$ cat config.mk
export PLATFORM = sky130hd
export DESIGN_NAME = ahb_arbiter_2to1_flat
export DESIGN_NICKNAME = d
export VERILOG_FILES = /design/src/rtl/ahb_pkg.sv /design/src/rtl/ahb_arbiter_2to1_if.sv /design/src/rtl/ahb_arb_hold.sv /design/src/rtl/ahb_arbiter_2to1.sv /design/src/flat_wrapper.sv
export SDC_FILE = /design/constraint.sdc
export NUM_CORES = 1
export LEC_CHECK = 0
export ABC_AREA = 1
export CORE_AREA = 2 2 133 135
export DETAILED_ROUTE_END_ITERATION = 7
export DIE_AREA = 0 0 135 137
export GPL_TIMING_DRIVEN = 0
export PLACE_DENSITY = 0.89
export SLEW_MARGIN = 15
export SYNTH_ARGS = -nofsm -noshare
export SYNTH_HDL_FRONTEND = slang
export SYNTH_SLANG_ARGS = --single-unit
$ cat constraint.sdc
create_clock -name HCLK -period 2.4 [get_ports HCLK]
set_input_delay 0.48 -clock HCLK [delete_from_list [all_inputs] [get_ports HCLK]]
set_output_delay 0.48 -clock HCLK [all_outputs]
set_load 0.03 [all_outputs]
$ cat src/rtl/ahb_pkg.sv
// Shared AHB-Lite types for the 2:1 arbiter slice.
// Transfer-type encoding, response codes and the address-phase bundle.
package ahb_pkg;

    typedef enum logic [1:0] {
        IDLE   = 2'd0,
        BUSY   = 2'd1,
        NONSEQ = 2'd2,
        SEQ    = 2'd3
    } htrans_t;

    localparam logic HRESP_OKAY  = 1'b0;
    localparam logic HRESP_ERROR = 1'b1;

    localparam int AHB_AW = 32;
    localparam int AHB_BW = 3;
    localparam int AHB_PW = 4;

    typedef struct packed {
        logic [AHB_AW-1:0] haddr;
        logic              hwrite;
        logic [2:0]        hsize;
        logic [AHB_BW-1:0] hburst;
        logic [AHB_PW-1:0] hprot;
        logic              hmastlock;
        htrans_t           htrans;
    } ahb_addr_t;

    // BUSY/SEQ mean the owner is mid-burst and must keep the bus
    function automatic logic in_burst(htrans_t t);
        return t inside {BUSY, SEQ};
    endfunction

endpackage

$ cat src/rtl/ahb_arbiter_2to1_if.sv
// AHB-Lite port bundle shared by upstream masters and the downstream slave.
// master drives the address/data phase, slave returns ready/resp/rdata.
interface ahb_arbiter_2to1_if #(
    parameter int ADDR_WIDTH   = 32,
    parameter int DATA_WIDTH   = 32,
    parameter int HBURST_WIDTH = 3,
    parameter int HPROT_WIDTH  = 4
);
    logic [1:0]              HTRANS;
    logic [ADDR_WIDTH-1:0]   HADDR;
    logic                    HWRITE;
    logic [2:0]              HSIZE;
    logic [HBURST_WIDTH-1:0] HBURST;
    logic [HPROT_WIDTH-1:0]  HPROT;
    logic                    HMASTLOCK;
    logic [DATA_WIDTH-1:0]   HWDATA;
    logic                    HREADYOUT;
    logic                    HRESP;
    logic [DATA_WIDTH-1:0]   HRDATA;

    modport master (
        output HTRANS, HADDR, HWRITE, HSIZE, HBURST,
        output HPROT, HMASTLOCK, HWDATA,
        input  HREADYOUT, HRESP, HRDATA
    );

    modport slave (
        input  HTRANS, HADDR, HWRITE, HSIZE, HBURST,
        input  HPROT, HMASTLOCK, HWDATA,
        output HREADYOUT, HRESP, HRDATA
    );
endinterface

$ cat src/rtl/ahb_arb_hold.sv
// Per-port hold register: captures a losing address phase until it is
// granted, and selects held or live address as the port's source.
module ahb_arb_hold
    import ahb_pkg::*;
#(
    parameter type addr_t = ahb_addr_t
) (
    input  logic  HCLK,
    input  logic  HRESETn,
    input  addr_t live,
    input  logic  load,
    input  logic  clr,
    output logic  pend,
    output addr_t src
);

    addr_t hold_q;
    logic  pend_q;

    // load and clr never coincide: load needs HREADYOUT=1, i.e. pend=0
    always_ff @(posedge HCLK or negedge HRESETn) begin
        if (!HRESETn) begin
            pend_q <= 1'b0;
            hold_q <= '0;
        end else if (load) begin
            pend_q <= 1'b1;
            hold_q <= live;
        end else if (clr) begin
            pend_q <= 1'b0;
        end
    end

    assign pend = pend_q;
    assign src  = pend_q ? hold_q : live;

endmodule

$ cat src/rtl/ahb_arbiter_2to1.sv
// Two-master AHB-Lite arbiter onto one downstream port. Losers are held
// and stalled; locked sequences and bursts are never broken.
module ahb_arbiter_2to1 #(
    parameter int ADDR_WIDTH   = 32,
    parameter int DATA_WIDTH   = 32,
    parameter int HBURST_WIDTH = 3,
    parameter int HPROT_WIDTH  = 4,
    parameter int PRIO_MODE    = 0
) (
    input  logic              HCLK,
    input  logic              HRESETn,
    ahb_arbiter_2to1_if.slave  s0,
    ahb_arbiter_2to1_if.slave  s1,
    ahb_arbiter_2to1_if.master m,
    output logic              HMASTERM
);
    import ahb_pkg::*;

    typedef struct packed {
        logic [ADDR_WIDTH-1:0]   haddr;
        logic                    hwrite;
        logic [2:0]              hsize;
        logic [HBURST_WIDTH-1:0] hburst;
        logic [HPROT_WIDTH-1:0]  hprot;
        logic                    hmastlock;
        htrans_t                 htrans;
    } addr_ph_t;

    addr_ph_t live0, live1;
    addr_ph_t src0, src1;
    addr_ph_t src_own, src_gnt;

    logic own_q;
    logic dph_vld_q;
    logic gnt;
    logic pend0, pend1;
    logic dph0, dph1;
    logic rdy0, rdy1;
    logic rl0, rl1;
    logic rq0, rq1;
    logic rq_gnt;
    logic own_hold;
    logic ld0, ld1;
    logic cl0, cl1;

    assign live0 = '{
        haddr:     s0.HADDR,
        hwrite:    s0.HWRITE,
        hsize:     s0.HSIZE,
        hburst:    s0.HBURST,
        hprot:     s0.HPROT,
        hmastlock: s0.HMASTLOCK,
        htrans:    htrans_t'(s0.HTRANS)
    };

    assign live1 = '{
        haddr:     s1.HADDR,
        hwrite:    s1.HWRITE,
        hsize:     s1.HSIZE,
        hburst:    s1.HBURST,
        hprot:     s1.HPROT,
        hmastlock: s1.HMASTLOCK,
        htrans:    htrans_t'(s1.HTRANS)
    };

    ahb_arb_hold #(.addr_t(addr_ph_t)) u_hold0 (
        .HCLK    (HCLK),
        .HRESETn (HRESETn),
        .live    (live0),
        .load    (ld0),
        .clr     (cl0),
        .pend    (pend0),
        .src     (src0)
    );

    ahb_arb_hold #(.addr_t(addr_ph_t)) u_hold1 (
        .HCLK    (HCLK),
        .HRESETn (HRESETn),
        .live    (live1),
        .load    (ld1),
        .clr     (cl1),
        .pend    (pend1),
        .src     (src1)
    );

    assign dph0 = dph_vld_q & ~own_q;
    assign dph1 = dph_vld_q & own_q;

    assign rdy0 = pend0 ? 1'b0 : (dph0 ? m.HREADYOUT : 1'b1);
    assign rdy1 = pend1 ? 1'b0 : (dph1 ? m.HREADYOUT : 1'b1);

    assign rl0 = s0.HTRANS[1] & rdy0;
    assign rl1 = s1.HTRANS[1] & rdy1;
    assign rq0 = pend0 | rl0;
    assign rq1 = pend1 | rl1;

    // the last address-phase owner keeps the bus while locked or mid-burst
    assign src_own  = own_q ? src1 : src0;
    assign own_hold = src_own.hmastlock | in_burst(src_own.htrans);

    always_comb begin
        gnt = own_q;
        if (m.HREADYOUT && !own_hold) begin
            if (rq0 && rq1) begin
                gnt = (PRIO_MODE != 0) ? 1'b0 : ~own_q;
            end else if (rq0) begin
                gnt = 1'b0;
            end else if (rq1) begin
                gnt = 1'b1;
            end
        end
    end

    assign src_gnt = gnt ? src1 : src0;
    assign rq_gnt  = gnt ? rq1 : rq0;

    assign ld0 = rl0 & ~(~gnt & m.HREADYOUT);
    assign ld1 = rl1 & ~(gnt & m.HREADYOUT);
    assign cl0 = m.HREADYOUT & ~gnt & pend0;
    assign cl1 = m.HREADYOUT & gnt & pend1;

    always_ff @(posedge HCLK or negedge HRESETn) begin
        if (!HRESETn) begin
            own_q     <= 1'b0;
            dph_vld_q <= 1'b0;
        end else if (m.HREADYOUT) begin
            own_q     <= gnt;
            dph_vld_q <= m.HTRANS[1];
        end
    end

    assign m.HTRANS    = rq_gnt ? src_gnt.htrans : IDLE;
    assign m.HADDR     = src_gnt.haddr;
    assign m.HWRITE    = src_gnt.hwrite;
    assign m.HSIZE     = src_gnt.hsize;
    assign m.HBURST    = src_gnt.hburst;
    assign m.HPROT     = src_gnt.hprot;
    assign m.HMASTLOCK = src_gnt.hmastlock;
    assign m.HWDATA    = own_q ? s1.HWDATA : s0.HWDATA;

    assign HMASTERM = own_q;

    assign s0.HREADYOUT = rdy0;
    assign s1.HREADYOUT = rdy1;
    assign s0.HRESP     = dph0 ? m.HRESP : HRESP_OKAY;
    assign s1.HRESP     = dph1 ? m.HRESP : HRESP_OKAY;
    assign s0.HRDATA    = m.HRDATA;
    assign s1.HRDATA    = m.HRDATA;

endmodule
$ cat src/flat_wrapper.sv
// flat-port wrapper written by rule: the top's interface ports become plain ports
module ahb_arbiter_2to1_flat import ahb_pkg::*;
#(
    parameter int ADDR_WIDTH   = 32,
    parameter int DATA_WIDTH   = 32,
    parameter int HBURST_WIDTH = 3,
    parameter int HPROT_WIDTH  = 4,
    parameter int PRIO_MODE    = 0
)
  (HCLK, HRESETn, HMASTERM, s0_HTRANS, s0_HADDR, s0_HWRITE, s0_HSIZE, s0_HBURST, s0_HPROT, s0_HMASTLOCK, s0_HWDATA, s0_HREADYOUT, s0_HRESP, s0_HRDATA, s1_HTRANS, s1_HADDR, s1_HWRITE, s1_HSIZE, s1_HBURST, s1_HPROT, s1_HMASTLOCK, s1_HWDATA, s1_HREADYOUT, s1_HRESP, s1_HRDATA, m_HTRANS, m_HADDR, m_HWRITE, m_HSIZE, m_HBURST, m_HPROT, m_HMASTLOCK, m_HWDATA, m_HREADYOUT, m_HRESP, m_HRDATA);
  ahb_arbiter_2to1_if #(.ADDR_WIDTH(ADDR_WIDTH), .DATA_WIDTH(DATA_WIDTH), .HBURST_WIDTH(HBURST_WIDTH), .HPROT_WIDTH(HPROT_WIDTH)) s0_i ();
  ahb_arbiter_2to1_if #(.ADDR_WIDTH(ADDR_WIDTH), .DATA_WIDTH(DATA_WIDTH), .HBURST_WIDTH(HBURST_WIDTH), .HPROT_WIDTH(HPROT_WIDTH)) s1_i ();
  ahb_arbiter_2to1_if #(.ADDR_WIDTH(ADDR_WIDTH), .DATA_WIDTH(DATA_WIDTH), .HBURST_WIDTH(HBURST_WIDTH), .HPROT_WIDTH(HPROT_WIDTH)) m_i ();
  input  logic HCLK;
  input  logic HRESETn;
  output logic HMASTERM;
  input wire logic [$bits(s0_i.HTRANS)-1:0] s0_HTRANS;
  input wire logic [$bits(s0_i.HADDR)-1:0] s0_HADDR;
  input wire logic [$bits(s0_i.HWRITE)-1:0] s0_HWRITE;
  input wire logic [$bits(s0_i.HSIZE)-1:0] s0_HSIZE;
  input wire logic [$bits(s0_i.HBURST)-1:0] s0_HBURST;
  input wire logic [$bits(s0_i.HPROT)-1:0] s0_HPROT;
  input wire logic [$bits(s0_i.HMASTLOCK)-1:0] s0_HMASTLOCK;
  input wire logic [$bits(s0_i.HWDATA)-1:0] s0_HWDATA;
  output wire logic [$bits(s0_i.HREADYOUT)-1:0] s0_HREADYOUT;
  output wire logic [$bits(s0_i.HRESP)-1:0] s0_HRESP;
  output wire logic [$bits(s0_i.HRDATA)-1:0] s0_HRDATA;
  input wire logic [$bits(s1_i.HTRANS)-1:0] s1_HTRANS;
  input wire logic [$bits(s1_i.HADDR)-1:0] s1_HADDR;
  input wire logic [$bits(s1_i.HWRITE)-1:0] s1_HWRITE;
  input wire logic [$bits(s1_i.HSIZE)-1:0] s1_HSIZE;
  input wire logic [$bits(s1_i.HBURST)-1:0] s1_HBURST;
  input wire logic [$bits(s1_i.HPROT)-1:0] s1_HPROT;
  input wire logic [$bits(s1_i.HMASTLOCK)-1:0] s1_HMASTLOCK;
  input wire logic [$bits(s1_i.HWDATA)-1:0] s1_HWDATA;
  output wire logic [$bits(s1_i.HREADYOUT)-1:0] s1_HREADYOUT;
  output wire logic [$bits(s1_i.HRESP)-1:0] s1_HRESP;
  output wire logic [$bits(s1_i.HRDATA)-1:0] s1_HRDATA;
  output wire logic [$bits(m_i.HTRANS)-1:0] m_HTRANS;
  output wire logic [$bits(m_i.HADDR)-1:0] m_HADDR;
  output wire logic [$bits(m_i.HWRITE)-1:0] m_HWRITE;
  output wire logic [$bits(m_i.HSIZE)-1:0] m_HSIZE;
  output wire logic [$bits(m_i.HBURST)-1:0] m_HBURST;
  output wire logic [$bits(m_i.HPROT)-1:0] m_HPROT;
  output wire logic [$bits(m_i.HMASTLOCK)-1:0] m_HMASTLOCK;
  output wire logic [$bits(m_i.HWDATA)-1:0] m_HWDATA;
  input wire logic [$bits(m_i.HREADYOUT)-1:0] m_HREADYOUT;
  input wire logic [$bits(m_i.HRESP)-1:0] m_HRESP;
  input wire logic [$bits(m_i.HRDATA)-1:0] m_HRDATA;
  assign s0_i.HTRANS = s0_HTRANS;
  assign s0_i.HADDR = s0_HADDR;
  assign s0_i.HWRITE = s0_HWRITE;
  assign s0_i.HSIZE = s0_HSIZE;
  assign s0_i.HBURST = s0_HBURST;
  assign s0_i.HPROT = s0_HPROT;
  assign s0_i.HMASTLOCK = s0_HMASTLOCK;
  assign s0_i.HWDATA = s0_HWDATA;
  assign s0_HREADYOUT = s0_i.HREADYOUT;
  assign s0_HRESP = s0_i.HRESP;
  assign s0_HRDATA = s0_i.HRDATA;
  assign s1_i.HTRANS = s1_HTRANS;
  assign s1_i.HADDR = s1_HADDR;
  assign s1_i.HWRITE = s1_HWRITE;
  assign s1_i.HSIZE = s1_HSIZE;
  assign s1_i.HBURST = s1_HBURST;
  assign s1_i.HPROT = s1_HPROT;
  assign s1_i.HMASTLOCK = s1_HMASTLOCK;
  assign s1_i.HWDATA = s1_HWDATA;
  assign s1_HREADYOUT = s1_i.HREADYOUT;
  assign s1_HRESP = s1_i.HRESP;
  assign s1_HRDATA = s1_i.HRDATA;
  assign m_HTRANS = m_i.HTRANS;
  assign m_HADDR = m_i.HADDR;
  assign m_HWRITE = m_i.HWRITE;
  assign m_HSIZE = m_i.HSIZE;
  assign m_HBURST = m_i.HBURST;
  assign m_HPROT = m_i.HPROT;
  assign m_HMASTLOCK = m_i.HMASTLOCK;
  assign m_HWDATA = m_i.HWDATA;
  assign m_i.HREADYOUT = m_HREADYOUT;
  assign m_i.HRESP = m_HRESP;
  assign m_i.HRDATA = m_HRDATA;
  ahb_arbiter_2to1 #(.ADDR_WIDTH(ADDR_WIDTH), .DATA_WIDTH(DATA_WIDTH), .HBURST_WIDTH(HBURST_WIDTH), .HPROT_WIDTH(HPROT_WIDTH), .PRIO_MODE(PRIO_MODE)) u_core (.HCLK(HCLK), .HRESETn(HRESETn), .s0(s0_i), .s1(s1_i), .m(m_i), .HMASTERM(HMASTERM));
endmodule
==> impl_metrics.toml <==
[critical_path]
cp_num_buf_inv = 5
r2r-end = "u_core.u_hold1.hold_q[14]"
crit_slowest_cell = "clkdlybuf4s50_1"
r2r_slack_ns = 0.11
crit_path_start_kind = "input port"
critPathTopFamily = "buffers and inverters"
cpMostUsedCell = "nand2_4"
worst_setup_path_end_kind = "output port"
critPathArrivalTime_ns = 2.20
path_cells = "clkdlybuf4s50_1 > nand2_1 > inv_2 > nand2_4 > nand2_4 > nand2_4 > nand2_8 > clkbuf_16 > buf_8 > o211ai_1 > o21ai_2 > buf_6"
max_stage_delay_ns = 0.48
reg2reg_depth = 16
path_max_fanout = 6
crit_type = "input port to output port"
timing.rr.start = "u_core.u_hold1.pend"
crit_required_ns = 1.92

[global_route]
grt_max_degree = 78
antenna_found_initial = 0
grt_remaining_overflow = 0
grt_pass1_vias = 6898
grt_pass1_wl_um = 38400
grt_usage = 0.272

[routing]
route.detailed.drc = 0
drtPass1Iterations = 5
wl_um = 26600
routed-wl-met3_um = 1940
avgRoutedWirePerCell_um = 18.7
vias = 7027
m1WireLength_um = 10400
drt_iter0_drc = 337
ant_nets = 0
maxUsedRoutingLayer = "met4"
viasPerCell = 4.95
route.met2.wl_um = 13300

[synth]
synth_seq_cells = 96
synth_edf_count = 0
yosysWarnings = 0
synth_cell_types = 30
syn_inst = 825
syn_avg_cell_area_um2 = 7.91
ys_seq_area_frac = 0.368
async_flop_share = 1.00
synth_fp_nets = 1017
ys_dominant_reg_cell = "dfrtp_1"
synth_area_mm2 = 0.00653

[timing]
min_period_ns = 2.68
setup_viol = 47
fmax_mhz = 373
worst_slack_ns = -0.280
slew_viol_final = 0
rsz0062_at_grt = "true"
worstMarginPinSlew_ns = 0.533
hold_viol_final = 0
finClkSkew_ns = 0.00762
max_slew_margin = 0.644
period_share = 1.12

[final_layout]
nets = 1382
diodes = 0
layout-drive-gt1-share = 0.288
areaGrowthSynthToFinish_pct = 70.2
stdcell_count = 1420
utilization = 0.651

[floorplanning]
fp.dieW_um = 135
die_h_um = 137
num_io_pins = 339
core_mm2 = 0.0171
start_util = 0.383
dieArea_mm2 = 0.0185
row_count = 48

[placement]
dp_hpwl_um = 19600
post-place-ws_ns = -1.36
placed_cells = 1357
gp_congestion = 0.844
io_buffers = 306

[clocking]
cts_root_buffer = "clkbuf_16"
cts_made_buffers = 9
cts_buffer_depth = 2
cts.sinks = 96
clk_latency_ns = 0.34
h-tree-depth = 3
cts_tree = "done"
path_clk_slew_ns = 0.06

[run_status]
status = "complete, but fails checks"
violations = "negative setup slack"

[hold_path]
worstHoldPathCells = 3
min_from = "s1_HMASTLOCK"
hold_path_class = "input port to flop"
min_to = "u_core.u_hold1.hold_q[2]"

[pwr]
irDropWorstVdd_uv = 987
finalPower_mw = 15.5
powerDensity_mw_per_mm2 = 1400
p_leak_nw = 5.53

[job]
drv_cap = 0
==> area by class of cell <==
type / instances / area (um2)
inverters: 61 / 256
fillers: 1377 / 5950
clock buffers: 13 / 240
repair buffers: 352 / 3510
clock inverters: 3 / 90.1
multi-input cells: 552 / 3260
plain buffers: 117 / 1060
repair inverters: 1 / 8.76
flip-flops and latches: 96 / 2400
well taps: 225 / 282
==> logic make-up (layout without fill, tap and decap cells) <==
logic type | count (synthesis) | in the layout | share of synthesized area
AOI/OAI and AO/OA | 136 | 136 | 0.122
muxes | 43 | 43 | 0.0659
and+or+nand+nor | 372 | 373 | 0.265
buffers and inverters | 178 | 547 | 0.180
DFF | 96 | 96 | 0.368
==> synth_stat cells (2+ instances only) <==
master / number / area share
nor2_1: 2 / 0.0012
clkbuf_1: 12 / 0.0069
buf_1: 8 / 0.0046
inv_1: 56 / 0.032
nand3_1: 13 / 0.010
clkbuf_2: 3 / 0.0023
nand2_1: 301 / 0.17
nor3_1: 2 / 0.0015
o21ai_1: 4 / 0.0031
o21ai_0: 85 / 0.065
buf_12: 5 / 0.015
o211ai_1: 43 / 0.049
mux2i_1: 43 / 0.066
buf_6: 22 / 0.038
buf_4: 64 / 0.074
and2_1: 2 / 0.0019
dfrtp_1: 96 / 0.37
nand3_2: 39 / 0.060
nand2_2: 5 / 0.0048
inv_2: 4 / 0.0023
buf_2: 2 / 0.0015
nand2_4: 6 / 0.010
==> tightest hold or removal path, cell delays in order <==
cell	delay (ns)
dlymetal6s2s_1	0.12
nand3_2	0.08
nand2_1	0.06
==> registers in the layout, summed over array words and instances, names as in the netlist <==
name / cells
u_core.HMASTERM: 1
u_core.dph_vld_q: 1
u_core.u_hold0.hold_q: 46
u_core.u_hold0.pend: 1
u_core.u_hold1.hold_q: 46
u_core.u_hold1.pend: 1
==> what timing repair did <==
item                                    in CTS  in global routing
pin swaps                                   14                 13
endpoints found under the hold margin       19                  0
setup buffers                               24                 16
gates resized for setup                    431                 84
cloned                                       3                  4
hold buffers                                 1                  0
endpoints found under the setup margin      80                107
==> per-stage QoR <==
step                hold slack, ns  TNS (ns)  instance area (um2)
detailed placement           0.340    -66.87                10000
CTS                          0.459     -8.41                10800
floorplan                    0.184     -2.44                 6630
global placement             0.436   -330.15                 9980
global route                 0.457    -11.86                11100
finish                       0.433     -9.07                11100
==> layer usage <==
layer	vias to the layer above	track usage
met5	-	0
met4	0	0.108
met3	53	0.0552
met2	328	0.477
met1	3314	0.329
li1	3332	-
==> worst max path at each step <==
| stage | start | end | cells after the start |
|---|---|---|---|
| after floorplan | u_core.HMASTERM | m_HADDR[22] | 9 |
| after global placement | HRESETn | u_core.dph_vld_q | 1 |
| after detailed placement | m_HREADYOUT | m_HADDR[25] | 12 |
| after CTS | u_core.HMASTERM | m_HADDR[25] | 11 |
| after global routing | u_core.u_hold1.pend | m_HPROT[2] | 11 |
| final | s0_HTRANS[1] | m_HADDR[25] | 12 |
==> cells in the final DEF, fill, tap and decap left out, types with 20 or more instances in the layout <==
cell type        instances
nand2_1                290
clkdlybuf4s50_1        218
buf_4                  111
dfrtp_1                 95
buf_6                   56
inv_1                   52
mux2i_1                 43
o211ai_1                43
nand3_2                 41
o21ai_0                 41
o21ai_2                 30
clkbuf_2                20
==> power breakdown <==
group,internal (mW),switching (mW),leakage [nW],total [mW]
Combinational,4.66,6.40,4.19,11.1
Sequential,2.37,0.453,1.18,2.82
Clock,1.02,0.622,0.158,1.64
Total,8.05,7.48,5.53,15.5
Power figures use the tool's default switching activity.
